<file path="src/rtl/ps2_command_tx.sv">
// PS/2 host-to-device command transmitter: inhibits the bus, issues request-to-send,
// shifts out {stop, parity, byte} on device clock falls and samples the device ACK.
module ps2_command_tx #(
  parameter int INHIBIT_CYCLES = 5000,
  parameter int SETUP_CYCLES   = 100,
  parameter int START_TIMEOUT  = 750000,
  parameter int XFER_TIMEOUT   = 100000,
  parameter int CNT_W          = 20
) (
  input  logic       clock,
  input  logic       reset,
  input  logic       send_command,
  input  logic [7:0] command,
  input  logic       ps2_clk_in,
  input  logic       ps2_dat_in,
  output logic       ps2_clk_oe,
  output logic       ps2_dat_oe,
  output logic       busy,
  output logic       command_sent,
  output logic       error
);
  typedef enum logic [3:0] {
    IDLE, INHIBIT, SETUP, WAIT_FIRST, SEND, WAIT_ACK, WAIT_IDLE, DONE, FAIL
  } state_t;

  localparam logic [CNT_W-1:0] INH_LAST   = CNT_W'(INHIBIT_CYCLES - 1);
  localparam logic [CNT_W-1:0] SETUP_LAST = CNT_W'(SETUP_CYCLES - 1);
  localparam logic [CNT_W-1:0] START_LAST = CNT_W'(START_TIMEOUT - 1);
  localparam logic [CNT_W-1:0] XFER_LAST  = CNT_W'(XFER_TIMEOUT - 1);

  state_t           state;
  logic [1:0]       clk_sync, dat_sync;
  logic             clk_prev;
  logic [CNT_W-1:0] cnt;
  logic [9:0]       shift;
  logic [3:0]       bit_idx;
  logic             clk_s, dat_s, fall;

  assign clk_s = clk_sync[1];
  assign dat_s = dat_sync[1];
  assign fall  = clk_prev & ~clk_s;

  // Idle bus is high, so synchronizers come out of reset at 1 to avoid a false edge.
  always_ff @(posedge clock or negedge reset) begin
    if (!reset) begin
      clk_sync <= 2'b11;
      dat_sync <= 2'b11;
      clk_prev <= 1'b1;
    end else begin
      clk_sync <= {clk_sync[0], ps2_clk_in};
      dat_sync <= {dat_sync[0], ps2_dat_in};
      clk_prev <= clk_s;
    end
  end

  always_ff @(posedge clock or negedge reset) begin
    if (!reset) begin
      state        <= IDLE;
      ps2_clk_oe   <= 1'b0;
      ps2_dat_oe   <= 1'b0;
      busy         <= 1'b0;
      command_sent <= 1'b0;
      error        <= 1'b0;
      cnt          <= '0;
      shift        <= '0;
      bit_idx      <= '0;
    end else begin
      case (state)
        IDLE: begin
          if (send_command) begin
            shift      <= {1'b1, ~^command, command};
            cnt        <= '0;
            bit_idx    <= '0;
            busy       <= 1'b1;
            ps2_clk_oe <= 1'b1;
            ps2_dat_oe <= 1'b0;
            state      <= INHIBIT;
          end
        end
        INHIBIT: begin
          if (cnt == INH_LAST) begin
            cnt        <= '0;
            ps2_dat_oe <= 1'b1;
            state      <= SETUP;
          end else cnt <= cnt + 1'b1;
        end
        SETUP: begin
          if (cnt == SETUP_LAST) begin
            cnt        <= '0;
            ps2_clk_oe <= 1'b0;
            state      <= WAIT_FIRST;
          end else cnt <= cnt + 1'b1;
        end
        WAIT_FIRST: begin
          if (fall) begin
            ps2_dat_oe <= ~shift[0];
            shift      <= shift >> 1;
            bit_idx    <= 4'd1;
            cnt        <= '0;
            state      <= SEND;
          end else if (cnt == START_LAST) begin
            ps2_clk_oe <= 1'b0;
            ps2_dat_oe <= 1'b0;
            error      <= 1'b1;
            state      <= FAIL;
          end else cnt <= cnt + 1'b1;
        end
        // The transfer timeout spans SEND..WAIT_IDLE; the edge always takes priority.
        SEND: begin
          cnt <= cnt + 1'b1;
          if (fall) begin
            ps2_dat_oe <= ~shift[0];
            shift      <= shift >> 1;
            bit_idx    <= bit_idx + 1'b1;
            if (bit_idx == 4'd9) state <= WAIT_ACK;
          end else if (cnt == XFER_LAST) begin
            ps2_clk_oe <= 1'b0;
            ps2_dat_oe <= 1'b0;
            error      <= 1'b1;
            state      <= FAIL;
          end
        end
        WAIT_ACK: begin
          cnt        <= cnt + 1'b1;
          ps2_dat_oe <= 1'b0;
          if (fall) begin
            if (!dat_s) state <= WAIT_IDLE;
            else begin
              ps2_clk_oe <= 1'b0;
              error      <= 1'b1;
              state      <= FAIL;
            end
          end else if (cnt == XFER_LAST) begin
            ps2_clk_oe <= 1'b0;
            error      <= 1'b1;
            state      <= FAIL;
          end
        end
        WAIT_IDLE: begin
          cnt <= cnt + 1'b1;
          if (clk_s && dat_s) begin
            command_sent <= 1'b1;
            state        <= DONE;
          end else if (cnt == XFER_LAST) begin
            ps2_clk_oe <= 1'b0;
            ps2_dat_oe <= 1'b0;
            error      <= 1'b1;
            state      <= FAIL;
          end
        end
        DONE: begin
          command_sent <= 1'b0;
          busy         <= 1'b0;
          state        <= IDLE;
        end
        FAIL: begin
          error <= 1'b0;
          busy  <= 1'b0;
          state <= IDLE;
        end
        default: begin
          ps2_clk_oe   <= 1'b0;
          ps2_dat_oe   <= 1'b0;
          busy         <= 1'b0;
          command_sent <= 1'b0;
          error        <= 1'b0;
          state        <= IDLE;
        end
      endcase
    end
  end
endmodule
</file>
<file path="config.mk">
export PLATFORM = sky130hd
export DESIGN_NAME = ps2_command_tx
export DESIGN_NICKNAME = d
export VERILOG_FILES = /design/src/rtl/ps2_command_tx.sv
export SDC_FILE = /design/constraint.sdc
export NUM_CORES = 1
export LEC_CHECK = 0
export CAP_MARGIN = 25
export CORE_UTILIZATION = 50
export CTS_BUF_LIST = sky130_fd_sc_hd__clkbuf_4 sky130_fd_sc_hd__clkbuf_8
export DETAILED_ROUTE_END_ITERATION = 6
export PLACE_DENSITY = 0.76
export SETUP_SLACK_MARGIN = 0.4
export SLEW_MARGIN = 20
export SYNTH_ARGS = -nofsm -noshare
export SYNTH_HDL_FRONTEND = slang
export SYNTH_SLANG_ARGS = --single-unit
</file>
<file path="constraint.sdc">
create_clock -name clock -period 3.2 [get_ports clock]
set_clock_uncertainty 0.2 [all_clocks]
set_input_delay 0.32 -clock clock [delete_from_list [all_inputs] [get_ports clock]]
set_output_delay 0.32 -clock clock [all_outputs]
set_load 0.01 [all_outputs]
</file>
; Yosys cells after proc, flatten, opt, wreduce, memory -nomap -nowiden
; Cells that the tools add are included.
[word_totals]
register_bits = 48
elab_cells = 125
[classes]
add_sub_neg = 2
reduce_logical = 22
bitwise = 8
mux = 53
eq_ne = 28
[ops]
columns = op, count
row1 = $mux 20, 5
row2 = $pmux 20 s5, 1
row3 = $mux 4, 14
row4 = $pmux 4 s7, 1
row5 = $mux 1, 23
row6 = $add 20x1->20 const B, 1
row7 = $eq 20x13->1 const B, 1
row8 = $eq 20x17->1 const B, 1
row9 = $eq 20x20->1 const B, 1
row10 = $eq 20x7->1 const B, 1
row11 = $mux 10, 2
row12 = $ne 2x2->1 const B, 10
row13 = $pmux 10 s2, 1
row14 = $eq 4x3->1 const B, 4
row15 = $ne 3x3->1 const B, 4
row16 = $pmux 4 s3, 1
row17 = $reduce_and 5->1, 2
row18 = $reduce_or 3->1, 3
row19 = $eq 4x2->1 const B, 2
row20 = $eq 4x4->1 const B, 2
row21 = $reduce_and 8->1, 1
row22 = $reduce_xnor 8->1, 1
row23 = $not 1->1, 7
row24 = $pmux 1 s7, 1
row25 = other kinds (20), 23

; Depth between registers and ports, before layout
[depth]
ltp_word = 4
ltp_mapped = 9

; Worst setup path before layout
; OpenSTA, ideal clock, no wires.
[synth_timing]
kind = reg2reg
from = reg cnt[4]
to = reg cnt[13]
arrival_ns = 1.954
path_stages_with_launch = 9
path_slack_ns = 0.925
setup_time_ns = 0.121
synth_period_minus_slack_ns = 2.275
n_path_buf = 2
path_cell_list = dfrtp_1 buf_6 or3_4 nand4b_4 o31ai_4 nand3_1 buf_6 a21o_1 a22o_1
[synth_between]
elab_chain_len = 4
[synth_rtl]
columns = element, line_no
row1 = from (decl), 34  ; logic [CNT_W-1:0] cnt;
row2 = from (signal assigned), 85  ; end else cnt <= cnt + 1'b1;
row3 = from (signal assigned), 92  ; end else cnt <= cnt + 1'b1;
row4 = from (signal assigned), 106  ; end else cnt <= cnt + 1'b1;
row5 = $add 20x1->20, -
row6 = $mux 20, 101  ; end else if (cnt == START_LAST) begin
row7 = $mux 20, 95  ; if (fall) begin
row8 = $pmux 20 s5, 68  ; case (state)
; Parallel ways exist; a longest one is shown, timed or not. The select of a mux whose other input is x is not followed.
; A chain may end at the register's enable or synchronous reset.

; Final worst setup path
[layout_timing]
from = reg cnt[11]
to = reg cnt[11]
; Same word-level chain as after synthesis.

==> results.yml <==
detailed_routing:
  drtPass1Iterations: 5
  wl_per_cell_um: 15.7
  drc: 0
  wl_um: 6660
  via_count: 2623
  ant_nets: 0
  drt_iter0_drc: 435
  via_per_inst: 6.17
cts:
  worst_skew_pair.late_latency_ns: 0.30
  cts-root-buf: "clkbuf_8"
  h-tree-depth: 2
  cts_buffers: 5
  postCtsSetupBuffers: 0
  cts.sinks: 48
  tritoncts: "yes"
  cts_buffer_depth: 2
  clk_pin_slew_ns: 0.09
sta:
  min_period_ns: 2.71
  rsz0062_at_grt: "false"
  setup_viol: 0
  period_share_pct: 84.8
  final_max_slew_viol_count: 0
  slew_headroom_pct: 60.4
  clock.fmax_mhz: 368
  worst_slew_pin_slew_ns: 0.595
  tns_ns: 0
  final_hold_viol_count: 0
floorplanning:
  fp.dieArea_um2: 6370
  num_rows: 27
  start_util_pct: 53.3
  die_w_um: 79.8
  die_h_um: 79.8
  ioPinCount: 18
  design.core.area_um2: 5680
global_route:
  track_usage_pct: 22.7
  grt_max_degree: 49
  overflow: 0
  antenna_found_initial: 0
  grt_pass1_vias: 2399
  grt_pass1_wl_um: 11300
yosys:
  syn_nets: 359
  synth-seq-area-share_pct: 39.9
  synth_flop_cell: "dfrtp_1"
  synth-seq-cells: 48
  synth_edf_count: 0
  avgSynthCellArea_um2: 8.82
  synthesis.instances: 343
  yosysWarnings: 0
  ys_types: 62
  async_flop_share_pct: 100
  syn_area_um2: 3030
setup_path:
  cp.required_ns: 3.16
  crit_arrival_ns: 2.67
  path_max_fanout: 11
  startpoint_type: "register"
  crit_start: "cnt[11]"
  endpoint_kind: "register"
  worstSetupPathType: "register to register"
  r2r_start: "cnt[11]"
final_layout:
  area_growth_syn_to_layout_pct: 8.23
  most-common-layout-cells: "dfrtp_1, nor2_1, nand2_1"
  utilization_pct: 57.7
  diodes: 0
  final_layout_size_suffix_gt1_share_pct: 11.0
  fin_nets: 368
  n_fill_cell: 503
  layout_commonest_cell: "dfrtp_1"
placement:
  gp_congestion: 0.942
  io_buffers: 17
  dpl.hpwl_um: 4730
pwr:
  vdd_drop_max_mv: 0.446
  p_leak_nw: 1.32
  powerDensity_nw_per_um2: 882
hold_path:
  hp-class: "register to register"
  hold_path.startpoint: "dat_sync[0]"
flow_run:
  drv_cap: 0
outcome:
  status: "completed"
==> cells by family (layout without fill, tap and decap cells) <==
logic type / after synthesis / in the layout / synth area share [%]
adders and majority gates: 3 / 3 / 1.24
and+or+nand+nor: 156 / 156 / 27.2
muxes: 9 / 9 / 3.02
DFF: 48 / 48 / 39.9
xor gates and xnor gates: 11 / 11 / 3.18
AOI/OAI and AO/OA: 85 / 85 / 18.4
buffers and inverters: 31 / 41 / 7.07
==> cell type report <==
class | instances | area (µm²) | area share (%)
multi-input combinational | 264 | 1610 | 49.3
sequential | 48 | 1210 | 36.9
timing repair buffer | 22 | 208 | 6.34
tap | 72 | 90.1 | 2.75
clock buffer | 5 | 68.8 | 2.10
clock inverter | 3 | 46.3 | 1.41
inverter | 11 | 41.3 | 1.26
==> cells in the mapped netlist (2+ instances only) <==
cell      count  share of area, %
dfrtp_1      43                36
nor2_1       42               5.2
nand2_1      36               4.5
a21oi_1      28               4.6
nand3_1      21               3.5
nor3_1       14               2.3
o21ai_0      13               2.2
inv_1        11               1.4
a22o_1        8               2.3
mux2i_1       8               2.6
clkbuf_1      7              0.87
xor2_1        6               1.7
buf_6         5               1.9
dfstp_2       5               4.3
nand2b_1      5               1.0
o22ai_1       5               1.0
xnor2_1       5               1.4
a21o_1        4              0.99
a31oi_1       4              0.83
and3_2        4              0.99
nand4_1       4              0.83
o21ai_1       4              0.66
a31o_2        3              0.87
buf_2         3              0.50
ha_1          3               1.2
nor2b_1       3              0.62
o211ai_1      3              0.74
o311ai_0      3              0.87
and3_1        2              0.41
and3b_1       2              0.58
and4_1        2              0.58
clkbuf_8      2              0.91
nand4b_1      2              0.58
nor2_4        2              0.74
nor4_2        2              0.83
or2_2         2              0.41
or4_1         2              0.50
==> state kept, by name, indices dropped and copies added, names as in the netlist <==
name and count:
shift 10, clk_sync 2, state 4, clk_prev 1, busy 1, error 1, dat_sync 2, ps2_clk_oe 1
ps2_dat_oe 1, bit_idx 4, cnt 20, command_sent 1
==> power by group <==
part	switching [mW]	internal, mW
Combinational	0.896	0.597
Sequential	0.191	0.756
Clock	0.213	0.236
Total	1.30	1.59
==> through the flow <==
stage	setup WS, ns	hold WS (ns)	instances	instance area, µm²	power, mW
finish	0.485	0.161	425	3270	2.89
global route	0.389	0.163	425	3270	3.10
CTS	0.564	0.0384	424	3250	2.87
detailed placement	0.556	0.148	416	3140	2.41
global placement	0.588	0.147	416	3140	2.39
floorplan	0.925	-0.176	343	3030	2.22
==> per-layer routing <==
metal / track usage [%] / vias up / wire length [µm]
met5: 0 / - / 0
met4: 6.43 / 0 / 113
met3: 4.11 / 22 / 436
met2: 34.0 / 125 / 2960
met1: 33.4 / 1230 / 3150
li1: - / 1246 / -
==> worst paths after layout <==
path / endpoint / slack [ns] / depth (start not counted)
setup / recovery: cnt[11] / 0.49 / 6
hold / removal: dat_sync[1] / 0.16 / 0
setup reg to reg: cnt[11] / 0.49 / 6
hold reg to reg: dat_sync[1] / 0.16 / 0
max in group asynchronous: cnt[7] / 2.03 / 2
min in group asynchronous: cnt[9] / 0.35 / 2
==> worst max-delay path, stage by stage, from the launching register on <==
cell	delay [ns]
dfrtp_1	0.47
nor4_2	0.51
nand4b_4	0.19
o31ai_4	0.35
nand3_1	0.41
nand2_1	0.29
o311ai_0	0.16
==> what timing repair did <==
| item | CTS | global route |
|---|---|---|
| resized for setup | 0 | 1 |
| hold endpoints to repair | 0 | 43 |
| setup endpoints to repair | 0 | 1 |
| hold buffers | 0 | 1 |
No activity file was read; power rests on OpenSTA's default activity.
==> edit (same settings) <==
The parameter `CNT_W` goes from 20 to 40.
--- a/src/rtl/ps2_command_tx.sv
+++ b/src/rtl/ps2_command_tx.sv
@@ -7,3 +7,3 @@
   parameter int XFER_TIMEOUT   = 100000,
-  parameter int CNT_W          = 20
+  parameter int CNT_W          = 40
 ) (
Behaviour: same outputs for any inputs over 10 cycles, from zero or initial values and one cycle with reset low; that may be too few to reach the edited logic, so the function may still have changed.
==> edit against the original RTL <==
  * First-iteration DRC count shrank 31%
  * Worst setup slack gained 57 ps
  * Highest routed layer unchanged
  * Area after synthesis grew 43%
  * Critical endpoint is now ps2_dat_oe
  * Die area grew 42%
  * Sequential cell count grew 20
  * Largest power group unchanged
  * Routed wire length grew 58%
  * Synthesized cell count grew 48%
  * Clock power grew 65%
  * Total power grew 39%
  * Cell count grew 51%
  * Cell area grew 50%
  * Critical path type unchanged
==> edit: results (changes against the original RTL) <==
Critical path
  – Reg-to-Reg End: ps2_dat_oe (was cnt[11])
  – FF-to-FF setup slack: 540 ps (was 490 ps)
  – Max FO, Critical Path: 6 (was 11)
  – Reg2Reg Launch Point: cnt[32] (was cnt[11])
  – Worst EP arrival: 2690 ps (was 2670 ps)

Clock tree
  – H-tree levels: 3 (was 2)
  – Skew-Pair Late Insertion Delay: 340 ps (was 300 ps)
  – Cts bufs inserted: 9 (was 5)

Global route
  – Largest net degree at the start of global routing: 43 (was 49)
  – Vias in the first global route: 3809 (was 2399)
  – GRT Util Overall: 25.2% (was 22.7%)
  – First-pass GRT wire length: 17.7 mm (was 11.3 mm)

Power and ir drop
  – Sw frac: 45.4% (was 45.0%)
  – Max VDD drop: 0.451 mV (was 0.446 mV)

Detailed routing
  – First drt pass iteration count: 5 (unchanged)
  – Met1 WL: 4.74 mm (was 3.15 mm)
  – Wire per inst: 16.4 um (was 15.7 um)
  – 1st-iter DRT viols: 299 (was 435)
  – Routed met2 length: 4.86 mm (was 2.96 mm)
  – Vias/cell: 6.32 (was 6.17)

Placement
  – Final Wtd Congestion: 0.893 (was 0.942)
  – Placed Area: 0.00463 mm2 (was 0.00314 mm2)
  – Hpwl dp: 7.30 mm (was 4.73 mm)

Yosys
  – Post-synth cell types: 67 (was 62)
  – Top cells by area, synth: dfrtp_1, o21ai_0, nand2_1 (was dfrtp_1, nor2_1, a21oi_1)
  – Post-synthesis sequential area ratio: 39.6% (was 39.9%)
  – Syn nets: 525 (was 359)
  – Commonest cells in the netlist: dfrtp_1, nand2_1, nor2_1 (was dfrtp_1, nor2_1, nand2_1)
  – Asr flop ratio synth: 100% (unchanged)

Layout
  – Fill cells: 703 (was 503)
  – # nets final: 547 (was 368)
  – Layout cells sized above 1: 12.7% (was 11.0%)

Outcome
  – Outcome: completed (unchanged)
edit: cell types whose count changed after synthesis, sizes merged, moves of 7 or more:
cell / unedited run / this run
nand4: 4 / 20
nor4: 3 / 16
a22o: 8 / 17
nand2: 36 / 47
o21ai: 17 / 41
a21oi: 28 / 35
dfrtp: 43 / 63
edit: cells by family after synthesis:
logic type,Yosys count,synth area share [%]
compound gates,139,20.6
xor+xnor,9,1.83
fa+ha+maj,3,0.869
buf+inv,47,4.98
flops,68,39.6
mux,13,3.19
simple gates,230,28.9
edit: power groups by stage:
stage | clock, W | combinational [W] | sequential (W)
after floorplan | 0 | 0.00159 | 0.00110
after global placement | 0 | 0.00201 | 0.00118
after detailed placement | 0 | 0.00205 | 0.00118
after CTS | 0.000760 | 0.00206 | 0.00117
after global routing | 0.000795 | 0.00231 | 0.00121
final | 0.000742 | 0.00210 | 0.00117
edit: layout make-up:
class / count / share of cell area [%]
clock buffers: 10 / 2.81
clock inverters: 6 / 1.45
inverters: 17 / 1.30
multi-input cells: 394 / 49.5
flip-flops and latches: 68 / 34.9
well taps: 105 / 2.68
repair buffers: 41 / 7.35
edit: what timing repair did:
action / CTS / global route
cloned: 0 / 0
endpoints found under the setup margin: 3 / 38
hold endpoints to repair: 21 / 0
buffers inserted: 0 / 3
hold buffers: 1 / 0
resized for setup: 0 / 11
pin swaps: 1 / 3
edit: worst min-delay path by stage:
stage | from | endpoint | slack, ps | depth (start not counted)
floorplan | reset | bit_idx[0] | -180 | 0
global placement | clk_sync[0] | clk_sync[1] | 150 | 0
detailed placement | clk_sync[0] | clk_sync[1] | 150 | 0
CTS | clk_sync[0] | clk_sync[1] | 160 | 0
global route | dat_sync[0] | dat_sync[1] | 150 | 0
finish | clk_sync[0] | clk_sync[1] | 160 | 0
edit: metrics by stage:
step | hold slack [ps] | setup slack (ps) | std cells | utilization, % | power (W)
2_1_floorplan | -176 | 703 | 509 | - | 0.00269
3_3_place_gp | 147 | 398 | 621 | 55.7 | 0.00319
3_5_place_dp | 147 | 383 | 621 | 55.7 | 0.00323
4_1_cts | 157 | 422 | 638 | 58.4 | 0.00399
5_1_grt | 153 | 413 | 641 | 59.1 | 0.00431
6_report | 156 | 542 | 641 | 59.1 | 0.00401
edit: layer usage:
metal	vias up	track usage, %
met5	-	0
met4	0	9.47
met3	21	3.30
met2	161	40.6
met1	1923	34.3
li1	1943	-
edit: critical path, cell delays in order (launching register included):
cell and delay, ps:
dfrtp_1 450, nor4_1 400, nand4_1 230, or4_1 560, a2bb2oi_1 280, nand2_1 130
mux2_4 310
